File: config.mk
export PLATFORM = sky130hd
export DESIGN_NAME = rca_serial_seq
export DESIGN_NICKNAME = d
export VERILOG_FILES = /design/src/rtl/rca_seq_pkg.sv /design/src/rtl/rca_serial_seq_rca.sv /design/src/rtl/rca_serial_seq.sv
export SDC_FILE = /design/constraint.sdc
export NUM_CORES = 1
export LEC_CHECK = 0
export CAP_MARGIN = 20
export CORE_MARGIN = 4
export CORE_UTILIZATION = 25
export DETAILED_ROUTE_END_ITERATION = 7
export GPL_TIMING_DRIVEN = 0
export PLACE_DENSITY = 0.43
export SYNTH_ARGS = -nofsm -noshare
export SYNTH_HDL_FRONTEND = slang
export SYNTH_SLANG_ARGS = --single-unit
File: constraint.sdc
create_clock -name clock -period 3.9 [get_ports clock]
set_input_delay 0.585 -clock clock [delete_from_list [all_inputs] [get_ports clock]]
set_output_delay 0.585 -clock clock [all_outputs]
set_load 0.02 [all_outputs]
File: src/rtl/rca_seq_pkg.sv
// Shared definitions for the nibble-serial ripple-carry sequencer.
// Holds the FSM state encoding and the adder slice width.
package rca_seq_pkg;

  // Width of the shared ripple adder slice
  localparam int NIBBLE_W = 4;

  // Sequencer states
  typedef enum logic [1:0] {
    ST_IDLE = 2'd0,
    ST_RUN  = 2'd1,
    ST_DONE = 2'd2
  } state_t;

endpackage

File: src/rtl/rca_serial_seq_rca.sv
// rca: 4-bit ripple-carry adder, the single datapath slice reused every
// cycle by rca_serial_seq. Pure combinational full-adder chain.
module rca
  import rca_seq_pkg::*;
(
  input  logic [NIBBLE_W-1:0] a,
  input  logic [NIBBLE_W-1:0] b,
  input  logic                cin,
  output logic [NIBBLE_W-1:0] sum,
  output logic                cout
);

  // c[i] is the carry into bit i; c[NIBBLE_W] leaves the slice
  logic [NIBBLE_W:0] c;

  assign c[0] = cin;

  for (genvar i = 0; i < NIBBLE_W; i++) begin : g_fa
    assign sum[i]  = a[i] ^ b[i] ^ c[i];
    assign c[i+1]  = (a[i] & b[i]) | (c[i] & (a[i] ^ b[i]));
  end

  assign cout = c[NIBBLE_W];

endmodule

File: src/rtl/rca_serial_seq.sv
// rca_serial_seq: adds two W-bit operands (W = 4*NIBBLES) through one
// shared 4-bit ripple adder, one nibble per cycle, LSB nibble first.
// The inter-nibble carry lives in carry_q.
//
// Handshakes: a transfer happens on a rising clock edge where valid and
// ready are both high. req_ready is high only in IDLE, rsp_valid only in
// DONE; there is never a request accept in the cycle of a response
// handshake.
//
// Optional build macro RCA_SERIAL_SEQ_SUB_EN adds req_sub (subtract:
// invert B, force nibble-0 carry-in to 1) and rsp_ovf (signed overflow
// of the top nibble).
module rca_serial_seq
  import rca_seq_pkg::*;
#(
  parameter int  NIBBLES = 4,
  localparam int W       = NIBBLE_W * NIBBLES
) (
  input  logic         clock,
  input  logic         resetn,
  input  logic         req_valid,
  output logic         req_ready,
  input  logic [W-1:0] req_a,
  input  logic [W-1:0] req_b,
  input  logic         req_cin,
`ifdef RCA_SERIAL_SEQ_SUB_EN
  input  logic         req_sub,
`endif
  output logic         rsp_valid,
  input  logic         rsp_ready,
  output logic [W-1:0] rsp_sum,
  output logic         rsp_cout,
`ifdef RCA_SERIAL_SEQ_SUB_EN
  output logic         rsp_ovf,
`endif
  output logic         busy,
  output logic [1:0]   dbg_state
);

  localparam int                IDX_W    = (NIBBLES > 1) ? $clog2(NIBBLES) : 1;
  localparam logic [IDX_W-1:0]  LAST_IDX = IDX_W'(NIBBLES - 1);

  state_t               state_q;
  state_t               state_d;
  logic [W-1:0]         a_q;
  logic [W-1:0]         b_q;
  logic [W-1:0]         sum_q;
  logic                 carry_q;
  logic                 cout_q;
  logic [IDX_W-1:0]     idx_q;

  logic                 accept;
  logic                 in_run;
  logic                 last_nib;
  logic [NIBBLE_W-1:0]  a_nib;
  logic [NIBBLE_W-1:0]  b_nib;
  logic [NIBBLE_W-1:0]  add_sum;
  logic                 add_cout;

`ifdef RCA_SERIAL_SEQ_SUB_EN
  logic                 sub_q;
  logic                 ovf_q;
  logic                 ovf_nib;
`endif

  assign accept   = (state_q == ST_IDLE) && req_valid;
  assign in_run   = (state_q == ST_RUN);
  assign last_nib = in_run && (idx_q == LAST_IDX);

  // Current nibble of each operand; B is inverted for subtraction
  assign a_nib = a_q[idx_q*NIBBLE_W +: NIBBLE_W];
`ifdef RCA_SERIAL_SEQ_SUB_EN
  assign b_nib = b_q[idx_q*NIBBLE_W +: NIBBLE_W] ^ {NIBBLE_W{sub_q}};
`else
  assign b_nib = b_q[idx_q*NIBBLE_W +: NIBBLE_W];
`endif

  rca u_rca (
    .a    (a_nib),
    .b    (b_nib),
    .cin  (carry_q),
    .sum  (add_sum),
    .cout (add_cout)
  );

`ifdef RCA_SERIAL_SEQ_SUB_EN
  // Carry into the slice MSB is recovered from its sum bit, so the adder
  // slice keeps a plain interface; overflow = c_in(msb) ^ c_out(msb)
  assign ovf_nib = (a_nib[NIBBLE_W-1] ^ b_nib[NIBBLE_W-1] ^ add_sum[NIBBLE_W-1])
                   ^ add_cout;
`endif

  // State register
  always_ff @(posedge clock or negedge resetn) begin
    if (!resetn) begin
      state_q <= ST_IDLE;
    end else begin
      state_q <= state_d;
    end
  end

  // Next-state logic: IDLE -> RUN on accept, RUN -> DONE after last
  // nibble, DONE -> IDLE on response handshake
  always_comb begin
    state_d = state_q;
    unique case (state_q)
      ST_IDLE: if (req_valid)           state_d = ST_RUN;
      ST_RUN:  if (idx_q == LAST_IDX)   state_d = ST_DONE;
      ST_DONE: if (rsp_ready)           state_d = ST_IDLE;
      default:                          state_d = ST_IDLE;
    endcase
  end

  // Operand capture, nibble index, carry and result registers. The
  // nibble-0 carry-in is preloaded into carry_q at accept so every RUN
  // cycle uses the same adder input path.
  always_ff @(posedge clock or negedge resetn) begin
    if (!resetn) begin
      a_q     <= '0;
      b_q     <= '0;
      sum_q   <= '0;
      carry_q <= 1'b0;
      cout_q  <= 1'b0;
      idx_q   <= '0;
`ifdef RCA_SERIAL_SEQ_SUB_EN
      sub_q   <= 1'b0;
      ovf_q   <= 1'b0;
`endif
    end else if (accept) begin
      a_q     <= req_a;
      b_q     <= req_b;
      idx_q   <= '0;
`ifdef RCA_SERIAL_SEQ_SUB_EN
      sub_q   <= req_sub;
      carry_q <= req_sub ? 1'b1 : req_cin;
`else
      carry_q <= req_cin;
`endif
    end else if (in_run) begin
      sum_q[idx_q*NIBBLE_W +: NIBBLE_W] <= add_sum;
      carry_q <= add_cout;
      if (last_nib) begin
        cout_q <= add_cout;
`ifdef RCA_SERIAL_SEQ_SUB_EN
        ovf_q  <= ovf_nib;
`endif
      end else begin
        idx_q  <= idx_q + IDX_W'(1);
      end
    end
  end

  assign req_ready = (state_q == ST_IDLE);
  assign rsp_valid = (state_q == ST_DONE);
  assign busy      = (state_q != ST_IDLE);
  assign rsp_sum   = sum_q;
  assign rsp_cout  = cout_q;
  assign dbg_state = state_q;
`ifdef RCA_SERIAL_SEQ_SUB_EN
  assign rsp_ovf   = ovf_q;
`endif

endmodule
# Word level (Yosys, flattened, before mapping)
# Cells that the tools add are included.
[word_totals] in_bits=37 elab_cells=60 register_bits=54 out_inout_bits=22
[op_classes] add_sub_neg=2 bitwise=21 n_shift=4 n_eq_ne=7 mux=10 n_reduce_logical=9
[op_table] cell="negator 4 -> 34 bit" n=1
[op_table] cell="variable shift 4 x 34 -> 16 bit, first input constant" n=1
[op_table] cell="indexed part select 4 x 34 -> 16 bit" n=1
[op_table] cell="indexed part select 16 x 5 -> 4 bit" n=2
[op_table] cell="bitwise mux 16 bit" n=1
[op_table] cell="2-to-1 mux 2 bit" n=6
[op_table] cell="AND 1 bit" n=8
[op_table] cell="bitwise XOR 1 bit" n=8
[op_table] cell="case mux 2 bit (3 select lines)" n=1
[op_table] cell="AND reduction 3 bit" n=2
[op_table] cell="equality test 2 bit, second input constant" n=2
[op_table] cell="!= test 2 x 1 -> 1 bit, second input constant" n=2
[op_table] cell="!= test 2 bit, second input constant" n=2
[op_table] cell="OR 1 bit" n=4
[op_table] cell="AND reduction 2 bit" n=2
[op_table] cell="nonzero test 2 bit" n=2
[op_table] cell="adder 2 x 1 -> 2 bit, second input constant" n=1
[op_table] cell="equality test 2 x 1 -> 1 bit, second input constant" n=1
[op_table] cell="logical AND 1 bit" n=2
[op_table] cell="logical NOT 2 bit" n=1
[op_table] cell="2-to-1 mux 1 bit" n=2
[op_table] cell="inverter 1 bit" n=1

# Logic depth before layout (Yosys ltp)
# Gate-level depths: netlist of the first run.
[depth] depth_word=12 ltp_mapped=10 ltp_nobuf=9

# Cells and area by module
# From an unflattened synthesis of the first run, not the netlist that was laid out.
[unflattened] hier_cells=202 hier_area_um2=2693.8
[by_module_without_submodules] mod="rca_serial_seq" area_each_um2=2576.2 cells_each=188 seq_area_each_um2=1351.3 n_inst=1
[by_module_without_submodules] mod="rca" area_each_um2=117.6 cells_each=14 seq_area_each_um2=0.0 n_inst=1

# Least setup slack after synthesis of the first run
# Ideal clock, no wire load.
[synth_path] path_kind="register -> register" from="reg idx_q[0]" to="reg sum_q[3] (netlist: rsp_sum[3])" required_time_ps=3775 path_slack_ps=969 path_buffers=1 arrival_ps=2807 stages_incl_launch_ff=11 synth_period_minus_slack_ps=2931 setup_ps=125 cell_sequence="dfrtp_1 > buf_6 > mux4_1 > inv_1 > fa_1 > fa_1 > inv_1 > fa_1 > fa_1 > and4bb_2 > mux2_2"
[synth_via] elab_chain_len=11 elab_cells_between_ends=23 cone_classes="add/sub (1); shift (4); mux (1); bitwise (17)"
[synth_lines] item="start: declaration" line_no="rca_serial_seq.sv:50" source="logic [IDX_W-1:0] idx_q;"
[synth_lines] item="start signal: assignment" line_no="rca_serial_seq.sv:148" source="idx_q <= idx_q + IDX_W'(1);"
[synth_lines] item="indexed part select 16 x 5 -> 4 bit (on tied branches)" line_no="rca_serial_seq.sv:71, rca_serial_seq.sv:75"
[synth_lines] item="bitwise XOR 1 bit" line_no="rca_serial_seq_rca.sv:19, rca_serial_seq_rca.sv:20"
[synth_lines] item="AND 1 bit" line_no="rca_serial_seq_rca.sv:20" source="assign c[i+1] = (a[i] & b[i]) | (c[i] & (a[i] ^ b[i]));"
[synth_lines] item="OR 1 bit" line_no="rca_serial_seq_rca.sv:20"
[synth_lines] item="AND 1 bit" line_no="rca_serial_seq_rca.sv:20"
[synth_lines] item="OR 1 bit" line_no="rca_serial_seq_rca.sv:20"
[synth_lines] item="AND 1 bit" line_no="rca_serial_seq_rca.sv:20"
[synth_lines] item="OR 1 bit" line_no="rca_serial_seq_rca.sv:20"
[synth_lines] item="bitwise XOR 1 bit" line_no="rca_serial_seq_rca.sv:19" source="assign sum[i] = a[i] ^ b[i] ^ c[i];"
[synth_lines] item="indexed part select 4 x 34 -> 16 bit" line_no="rca_serial_seq.sv:140" source="sum_q[idx_q*NIBBLE_W +: NIBBLE_W] <= add_sum;"
[synth_lines] item="bitwise mux 16 bit (*)" line_no="rca_serial_seq.sv:140"
[synth_lines] item="end signal: indexed assignment" line_no="rca_serial_seq.sv:140"
[synth_lines] item="end: declaration" line_no="rca_serial_seq.sv:47" source="logic [W-1:0] sum_q;"
# Mark *: on every way between the ends. The rest lies on a longest branch, timed or not.
# A chain may end at the register's enable or synchronous reset.

# Worst setup path in the final report of the first run
# Same ends and word-level chain as after synthesis.

==> results of run 1 <==
logic make-up (layout without fill, tap and decap cells):
group	after synthesis	after routing
adder cells (fa/ha/maj)	10	10
multiplexers	53	53
AND/OR/NAND/NOR	31	31
flip-flops	54	54
buffers and inverters	22	89
AO/OA/AOI/OAI	10	10
placed cells by master, fill, tap and decap left out, types with 4 or more instances in the layout:
cell type and n:
inv_1 11, a32o_1 4, mux4_1 4, clkbuf_8 5, fa_1 4, nor4bb_1 5, dfrtp_1 54, mux4_2 4
mux2_4 4, nor4b_1 5, buf_6 5, mux2_2 37, mux2_1 4, ha_1 6, clkdlybuf4s50_1 57
metal layers:
layer	global-route usage (%)	vias to the layer above	wire, um
li1	-	794	-
met1	13.6	853	2820
met2	17.0	44	3120
met3	2.16	5	320
met4	2.16	0	53
met5	0	-	0
cell type report:
cell class                      instances  area share, %
Inverter                               11           1.14
Clock inverter                          2           1.04
Tap cell                              136           4.72
Multi-Input combinational cell        104           34.4
Timing Repair Buffer                   59           16.5
Buffer                                 11           2.74
Clock buffer                            6           2.01
Sequential cell                        54           37.4
flip-flops by register name (all words and copies together), names as in the netlist:
register / flops
a_q: 16
b_q: 16
rsp_sum: 16
dbg_state: 2
idx_q: 2
carry_q: 1
rsp_cout: 1
report_power, final:
| group | switching (mW) | internal, mW |
|---|---|---|
| clock network | 0.193 | 0.192 |
| logic | 0.892 | 0.984 |
| registers | 0.144 | 0.820 |
| total | 1.23 | 2.00 |
per-stage QoR:
stage                     utilization (%)  hold WS, ns  setup slack [ns]  instances
after floorplan                         -        0.289             0.969        180
after global placement               33.3        0.460             0.360        374
after detailed placement             33.4        0.470             0.649        375
after CTS                            34.5        0.297             0.618        383
after global routing                 34.5        0.327             0.506        383
final                                34.5        0.274             0.657        383
path summary, 6_finish.rpt:
kind,startpoint,end,slack [ns],cells past startpoint
max,idx_q[0],rsp_sum[3],0.66,10
min,resetn,rsp_sum[12],0.27,1
max reg2reg,idx_q[0],rsp_sum[3],0.66,10
max in group asynchronous,resetn,a_q[10],3.04,2
min in group clock,a_q[0],a_q[0],0.49,1
min reg2reg,a_q[0],a_q[0],0.49,1
cell usage after synthesis, drive strengths merged:
library cell | count | share of area (%)
a21oi | 1 | 0.18
nor2b | 4 | 1.0
and3b | 3 | 1.2
o21ai | 1 | 0.18
clkbuf | 2 | 0.37
inv | 11 | 1.5
or2 | 1 | 0.23
a222oi | 1 | 0.37
and4bb | 2 | 0.92
mux2 | 45 | 19
buf | 9 | 3.3
and3 | 2 | 0.46
a211o | 2 | 0.64
fa | 4 | 2.9
nand2b | 1 | 0.23
and2 | 2 | 0.46
dfrtp | 54 | 49
nor3b | 2 | 1.1
a32o | 4 | 1.5
o21bai | 1 | 0.27
nand3b | 2 | 0.55
mux4 | 8 | 7.1
nor4b | 5 | 1.6
nor4bb | 5 | 1.8
ha | 6 | 2.7
and4b | 2 | 0.73
==> summary.txt, run 1 <==
Cells and area
  – Post-layout nets: 293
  – Area Overhead vs Synth: 32.1%
  – Multi-input logic area: 0.00124 mm2
  – Share of cells above drive strength 1: 29.6%
  – Storage cell area: 0.00135 mm2
  – N_diodes: 0
  – Design area: 0.00361 mm2
  – Filler cell count: 1066

STA
  – Relative slew slack: 59.7%
  – Final setup TNS: 0 ns
  – Maximum clock rate: 308 MHz
  – Min cycle time layout: 3.24 ns
  – Final cycle utilization of the critical path: 83.1%
  – Final worst clock skew: 0.00390 ns
  – Max Slew Vio Count: 0
  – Setup-failing EPs final: 0
  – Slew at the pin closest to its max-slew limit: 0.604 ns
  – Final hold viol count: 0
  – RSZ-0062 raised after global routing: no

Synth
  – Simple-Gate Fraction of Synth Area: 10.4%
  – Post-synthesis compound-gate area fraction: 3.11%
  – Post-synthesis adder-cell area fraction: 5.68%
  – Post-synthesis xor/xnor area fraction: 0%
  – Gate Count Post-Synth: 180
  – Avg Cell Area, Syn: 15.2 um2
  – Largest family of logic cells by synthesized area: multiplexers
  – Synthesized Nets: 227
  – Cell Area, Synth: 0.00273 mm2
  – Mux share of post-synthesis cell area: 26.2%
  – Flops & latches, synth: 54
  – Syn. warnings: 0
  – Yosys cell types: 35
  – Sequential element share of the synthesized area: 49.5%

Floorplan
  – Initial Util: 26.1%
  – Die ar.: 0.0127 mm2
  – Row Count: 37
  – DIE WIDTH: 113 um
  – Die Y: 113 um
  – Core Region: 0.0105 mm2
  – I/O pin total: 59

Clocking
  – Clock Sinks: 54
  – Clock buffer depth: 2
  – Worst-skew pair later-pin latency: 0.31 ns
  – Resized cells post-CTS: 0
  – Depth of the CTS H-tree: 2
  – Number of setup buffers added after CTS: 0
  – CTS tree: built
  – Root Driver: clkbuf_8
  – CTS clk-pin slew, worst paths: 0.10 ns
  – Num CTS Buffers: 5
  – Hold Buf Count CTS: 0

Route
  – Drt first pass iters: 4
  – Initial drt markers: 44
  – Drt wl/cell: 16.5 um
  – Drt drc: 0
  – Detailed Route WL: 6310 um
  – Vias per cell: 4.43
  – ANT nets after route: 0
  – Vias: 1696

Run status
  – Status: finished, final reports clean

Placement
  – Post-DP HPWL: 4750 um
  – IO buf count: 58
  – DP Area: 0.00350 mm2
  – GPL Wtd Cong: 0.699

Min path
  – Worst hold path class: input port to asynchronous set/reset pin

Setup path
  – Crit-path max cell delay: 0.57 ns
  – Largest delay share family, worst path: adder cells
  – Worst Path Arrival: 3.44 ns
  – Startpoint types: flop
  – Critical Path RT: 4.10 ns
  – Worst setup EP type: flop
  – Critical Path Fanout Max: 7
  – WP buf/inv: 3
  – Crit-path cells: buf_6 > mux4_1 > inv_1 > fa_1 > fa_1 > inv_1 > fa_1 > fa_1 > and4bb_2 > mux2_2
  – Most common cell on crit path: fa_1
  – Slowest cell on the critical path: mux4_1
  – CP Class: flop to flop

Power
  – P_leak: 1.53 nW
  – Total power: 3.23 mW
  – Worst vdd ir: 0.396 mV
  – Power Density: 894 mW/mm2

Global route
  – Initial antenna violation count: 0
  – GRT Util Overall: 10.2%
  – Vias in the first global route: 1823
  – GRT overflow: 0
  – Largest net degree at the start of global routing: 31
  – First-pass GRT wire length: 10000 um

Run
  – MaxCap Viol Count: 0
Note: power is estimated with default switching activity, not from simulation.
==> run 2, diff against run 1 <==
==> constraint.sdc (replaced) <==
create_clock -name clock -period 3.3 [get_ports clock]
set_input_delay 0.495 -clock clock [delete_from_list [all_inputs] [get_ports clock]]
set_output_delay 0.495 -clock clock [all_outputs]
set_load 0.02 [all_outputs]
==> run 2 against run 1 <==
Sequential share of layout area down 0.56 points. Non-clock buffer count up 5. Wire length up 0.36%. Count of clock-buffer cells in the layout is the same. Design area up 1.5%. Maximum frequency up 1.4%. Critical path type unchanged.
==> summary.txt, run 2 (synthesized netlist as in run 1, its figures left out) <==
Global route
  – GRT overflow: 0 (unchanged)
  – Largest net degree at the start of global routing: 31 (unchanged)
  – Vias in the first global route: 1823 (unchanged)
  – First-pass GRT wire length: 10000 um (unchanged)
  – GRT Util Overall: 10.2% (unchanged)
  – Initial antenna violation count: 0 (unchanged)

Cells and area
  – Commonest non-fill, non-tap cell in the layout: clkdlybuf4s50_1
  – N_diodes: 0 (unchanged)
  – Area Overhead vs Synth: 34.1%
  – Post-layout nets: 298 (+1.7%)
  – Most frequent cells in the layout: clkdlybuf4s50_1, dfrtp_1, mux2_2, inv_1
  – Share of cells above drive strength 1: 31.7% (+2.2 points)
  – Layout Utilization: 35.0% (+0.53 points)
  – Filler cell count: 1060 (-0.56%)
  – Design area: 0.00366 mm2 (+1.5%)
  – Final Instance Count excl. Fillers: 388 (+1.3%)

Route
  – Initial drt markers: 53 (+20%)
  – Vias: 1711 (+0.88%)
  – Vias per cell: 4.41 (-0.42%)
  – Drt drc: 0 (unchanged)
  – Drt first pass iters: 4 (unchanged)
  – Detailed Route WL: 6330 um (+0.36%)
  – ANT nets after route: 0 (unchanged)
  – Drt wl/cell: 16.3 um (-0.93%)

STA
  – Min cycle time layout: 3.20 ns (-0.0450 ns)
  – Final cycle utilization of the critical path: 96.9% (+14 points)
  – Final hold viol count: 0 (unchanged)
  – Final worst clock skew: 0.00624 ns (+0.00235 ns)
  – Max Slew Vio Count: 0 (unchanged)
  – Final setup TNS: 0 ns (unchanged)
  – Setup-failing EPs final: 0 (unchanged)
  – Maximum clock rate: 313 MHz (+1.4%)
  – Relative slew slack: 60.1% (+0.36 points)
  – Fin Hold WS: 0.184 ns (-0.0903 ns)
  – Setup slack after layout: 0.102 ns (-0.555 ns)
  – Slew at the pin closest to its max-slew limit: 0.599 ns (-0.00537 ns)

Clocking
  – Hold Buf Count CTS: 0 (unchanged)
  – Clock Sinks: 54 (unchanged)
  – CTS tree: built
  – Depth of the CTS H-tree: 2 (unchanged)
  – Worst-skew pair later-pin latency: 0.31 ns (about the same)
  – CTS clk-pin slew, worst paths: 0.10 ns (about the same)
  – Num CTS Buffers: 5 (unchanged)
  – Root Driver: clkbuf_8
  – Clock buffer depth: 2 (unchanged)

Power
  – Power Density: 1080 mW/mm2 (+21%)
  – P_leak: 1.56 nW (+2.0%)
  – Worst vdd ir: 0.513 mV (+29%)
  – Total power: 3.96 mW (+23%)

Floorplan
  – Row Count: 37 (unchanged)
  – Core Region: 0.0105 mm2 (unchanged)
  – I/O pin total: 59 (unchanged)
  – Initial Util: 26.1% (unchanged)
  – DIE WIDTH: 113 um (unchanged)
  – Die ar.: 0.0127 mm2 (unchanged)
  – Die Y: 113 um (unchanged)

Placement
  – GPL Wtd Cong: 0.699 (unchanged)
  – DP Area: 0.00350 mm2 (unchanged)
  – Post-DP HPWL: 4750 um (unchanged)
  – Dpl ws: 0.0487 ns (-0.600 ns)
  – IO buf count: 58 (unchanged)
  – Number of instances in the placed design: 375 (unchanged)

Setup path
  – Worst setup EP type: flop
  – Startpoint types: flop
  – Worst Path Arrival: 3.39 ns (-0.05 ns)
  – CP Class: flop to flop
  – Critical Path Fanout Max: 7 (unchanged)
  – Critical Path RT: 3.50 ns (-0.60 ns)

Run
  – MaxCap Viol Count: 0 (unchanged)

Min path
  – Worst hold path class: input port to asynchronous set/reset pin

Run status
  – Status: finished, final reports clean
run 2: cell types whose count changed in the layout (fill, tap and decap cells not counted):
cell and change:
buf_4 +5, fa_2 +1, nor4bb_4 +1, fa_1 -1, nor4bb_1 -1
run 2: area by class of cell:
type | count | area [um2] | area share, %
flip-flops and latches | 54 | 1350 | 36.9
plain buffers | 11 | 98.8 | 2.70
clock buffers | 6 | 72.6 | 1.98
inverters | 11 | 41.3 | 1.13
repair buffers | 64 | 633 | 17.3
well taps | 136 | 170 | 4.64
clock inverters | 2 | 37.5 | 1.02
multi-input cells | 104 | 1260 | 34.4
run 2: per-layer routing:
| layer | vias to the layer above | routed length (um) | global-route usage (%) |
|---|---|---|---|
| met5 | - | 0 | 0 |
| met4 | 0 | 45 | 2.16 |
| met3 | 5 | 276 | 2.16 |
| met2 | 40 | 3120 | 17.0 |
| met1 | 863 | 2890 | 13.6 |
| li1 | 803 | - | - |
run 2: worst paths after layout:
check                          from          end  slack, ns  cells past startpoint
max in group asynchronous    resetn   rsp_sum[0]       2.54                      2
min reg2reg                  a_q[0]       a_q[0]       0.49                      1
max                        idx_q[0]   rsp_sum[3]       0.10                     10
min                          resetn  rsp_sum[12]       0.18                      1
min in group clock           a_q[0]       a_q[0]       0.49                      1
max reg2reg                idx_q[0]   rsp_sum[3]       0.10                     10
run 2: report_power, final:
part | switching, mW | internal, mW | total (mW)
registers | 0.169 | 0.969 | 1.14
clock network | 0.224 | 0.227 | 0.451
logic | 1.10 | 1.27 | 2.37
total | 1.50 | 2.46 | 3.96
run 2: what timing repair did:
item	4_1_cts	5_1_grt
buffers inserted	0	5
resized for setup	0	3
endpoints found under the setup margin	0	3
run 2: critical path, stage by stage, from the launching register on:
cell,delay [ns]
dfrtp_1,0.42
buf_6,0.16
mux4_1,0.56
inv_1,0.10
fa_1,0.19
fa_1,0.17
inv_1,0.05
fa_1,0.39
fa_2,0.53
and4bb_2,0.25
mux2_2,0.25
==> run 3, diff against run 2 <==
--- a/config.mk
+++ b/config.mk
@@ -13,4 +13,5 @@
 export PLACE_DENSITY = 0.43
 export SYNTH_ARGS = -nofsm -noshare
 export SYNTH_HDL_FRONTEND = slang
+export SYNTH_HIERARCHICAL = 1
 export SYNTH_SLANG_ARGS = --single-unit
==> run 3 against run 2 <==
Combinational power shrank 8.4%. Power is 7.4% lower. Clock power shrank 20%. Synthesized cell count increased by 12%. Global-route usage is 0.11 points higher. Non-clock buffer count rose by 1. Design area down 2.2%.
==> summary.txt, run 3 <==
Global route
  – Initial antenna violation count: 0 (unchanged)
  – GRT Util Overall: 10.3% (+0.11 points)
  – Largest net degree at the start of global routing: 35 (+13%)
  – GRT met1 Usage: 14.0% (+0.45 points)
  – Vias in the first global route: 1923 (+5.5%)
  – Met2 usage: 16.3% (-0.72 points)
  – M3 GR Usage: 2.83% (+0.67 points)
  – GRT overflow: 0 (unchanged)
  – First-pass GRT wire length: 10200 um (+1.9%)
  – Busiest grt layer: met2

Run
  – MaxCap Viol Count: 0 (unchanged)

Route
  – Drt drc: 0 (unchanged)
  – ANT nets after route: 0 (unchanged)
  – Vias: 1778 (+3.9%)
  – Detailed Route WL: 6210 um (-2.0%)
  – Initial drt markers: 41 (-23%)
  – Drt first pass iters: 4 (unchanged)
  – Vias per cell: 4.35 (-1.4%)
  – Drt wl/cell: 15.2 um (-7.0%)

Floorplan
  – Initial Util: 25.9% (-0.26 points)
  – Core Region: 0.0104 mm2 (-0.44%)
  – DIE WIDTH: 112 um (-0.66%)
  – I/O pin total: 59 (unchanged)
  – Row Count: 37 (unchanged)
  – Die ar.: 0.0125 mm2 (-1.3%)
  – Die Y: 112 um (-0.66%)

Cells and area
  – N_diodes: 0 (unchanged)
  – Most frequent cells in the layout: clkdlybuf4s50_1, dfrtp_1, mux2_2, inv_1, nand2_1
  – Commonest non-fill, non-tap cell in the layout: clkdlybuf4s50_1
  – Design area: 0.00358 mm2 (-2.2%)
  – Layout Utilization: 34.4% (-0.61 points)
  – Area Overhead vs Synth: 33.0%
  – Share of cells above drive strength 1: 23.8% (-7.9 points)
  – Post-layout nets: 319 (+7.0%)

STA
  – Setup slack after layout: 0.186 ns (+0.0835 ns)
  – Slew at the pin closest to its max-slew limit: 0.511 ns (-0.0882 ns)
  – Final worst clock skew: 0.00729 ns (+0.00104 ns)
  – Relative slew slack: 65.9% (+5.9 points)
  – Setup-failing EPs final: 0 (unchanged)
  – Max Slew Vio Count: 0 (unchanged)
  – Min cycle time layout: 3.11 ns (-0.0835 ns)
  – Maximum clock rate: 321 MHz (+2.7%)
  – RSZ-0062 raised after global routing: no
  – Final cycle utilization of the critical path: 94.4% (-2.5 points)
  – Final hold viol count: 0 (unchanged)

Power
  – P_leak: 1.49 nW (-4.5%)
  – Power Density: 1020 mW/mm2 (-5.3%)
  – Worst vdd ir: 0.321 mV (-37%)

Synth
  – Number of synthesized flops with an enable pin: 0 (unchanged)
  – Syn. warnings: 6 (+6)
  – Yosys top cell area share: 50.2% (+0.71 points)
  – Area contributors post-synth: dfrtp_1, mux2_2, inv_1
  – Flops & latches, synth: 54 (unchanged)
  – Most numerous cell in the Yosys netlist: dfrtp_1
  – Yosys cell types: 36 (+2.9%)
  – Post-synth top flop: dfrtp_1
  – Synth top cells by count: dfrtp_1, mux2_2, inv_1
  – Synthesized Nets: 248 (+9.3%)
  – Gate Count Post-Synth: 202 (+12%)
  – Synth area leader: dfrtp_1
  – Sequential element share of the synthesized area: 50.2% (+0.71 points)
  – Avg Cell Area, Syn: 13.3 um2 (-12%)
  – Cell Area, Synth: 0.00269 mm2 (-1.4%)
  – Async SR Flop Fraction: 100% (unchanged)

Clocking
  – Depth of the CTS H-tree: 2 (unchanged)
  – Clock buffer depth: 2 (unchanged)
  – Clock Sinks: 54 (unchanged)
  – Worst-skew pair later-pin latency: 0.30 ns (about the same)
  – Root Driver: clkbuf_8
  – CTS clk-pin slew, worst paths: 0.10 ns (about the same)
  – CTS tree: built
  – Num CTS Buffers: 5 (unchanged)

Placement
  – Dpl ws: -0.193 ns (-0.242 ns)
  – Post-DP HPWL: 4770 um (+0.33%)
  – IO buf count: 58 (unchanged)
  – GPL Wtd Cong: 0.732 (+4.8%)
  – DP Area: 0.00346 mm2 (-1.1%)

Setup path
  – Worst Path Arrival: 3.33 ns (-0.06 ns)
  – Slowest cell on the critical path: mux4_2
  – CP Class: flop to flop
  – Crit-path cells: buf_12 > mux4_2 > fa_1 > inv_1 > fa_1 > inv_1 > fa_1 > inv_1 > fa_1 > inv_2 > nand2_1 > o32ai_1
  – Startpoint types: flop
  – Reg2reg end: rsp_sum[11]
  – Critical Path Fanout Max: 9 (+2)
  – Worst setup EP type: flop
  – Most common cell on crit path: fa_1
  – R2R Setup Slk: 0.19 ns (+0.08 ns)
  – Crit-path max cell delay: 0.52 ns (-0.04 ns)
  – Critical Path RT: 3.51 ns (about the same)
  – Crit Reg-Reg Startpoint: idx_q[0]
  – Reg2reg path depth: 12 (+2)

Run status
  – Status: finished, final reports clean

Min path
  – Worst hold path class: input port to asynchronous set/reset pin
## run 3: kinds of logic after synthesis
logic type               synth area share, %
multiplexers                            21.0
adder cells (fa/ha/maj)                 5.30
buffers and inverters                   6.64
flip-flops                              50.2
AO/OA/AOI/OAI                           8.31
AND/OR/NAND/NOR                         8.55
## run 3: per-layer routing
layer | part of all wire [%] | vias up
li1 | - | 859
met1 | 47 | 871
met2 | 46 | 43
met3 | 5.5 | 5
met4 | 0.53 | 0
met5 | 0 | -
## run 3: power breakdown
group | internal (mW) | leakage (nW) | switching [mW] | total, mW
Combinational | 1.03 | 0.788 | 1.13 | 2.17
Clock | 0.146 | 0.0373 | 0.214 | 0.360
Sequential | 0.968 | 0.669 | 0.172 | 1.14
## run 3: layout make-up
class,count,area (um2)
multi-input cells,108,1160
flip-flops and latches,54,1350
repair buffers,65,641
clock buffers,6,72.6
well taps,136,170
inverters,28,105
clock inverters,1,7.51
plain buffers,11,76.3
fillers,1067,6830
## run 3: per-stage QoR
step                      instances  TNS (ns)  hold WS (ns)  power [mW]
after floorplan                 202         0         0.199        2.53
after global placement          396     -6.13         0.463        3.29
after detailed placement        397    -0.483         0.481        3.32
after CTS                       404         0         0.159        3.70
after global routing            409         0         0.175        3.99
final                           409         0         0.146        3.67
## run 3: critical path: cells and delay by family (launching register included)
kind	cells	cell delay (ns)
buffers and inverters	5	0.45
and+or+nand+nor	1	0.06
muxes	1	0.52
AOI/OAI and AO/OA	1	0.25
DFF	1	0.40
adders and majority gates	4	1.34
## run 3: how the worst max path moves through the flow
| stage | cells after the start | end | start | slack [ns] |
|---|---|---|---|---|
| after floorplan | 13 | rsp_sum[11] | idx_q[0] | 0.16 |
| after global routing | 12 | rsp_sum[11] | idx_q[1] | 0.04 |
| after global placement | 13 | rsp_sum[11] | idx_q[0] | -0.15 |
| after CTS | 12 | rsp_sum[11] | idx_q[0] | 0.02 |
| final | 12 | rsp_sum[11] | idx_q[0] | 0.19 |
| after detailed placement | 13 | rsp_sum[11] | idx_q[0] | -0.19 |
## run 3: what timing repair did
item,in CTS,in global routing
setup endpoints to repair,4,3
hold buffers,0,0
buffers inserted,1,5
gates resized for setup,3,5
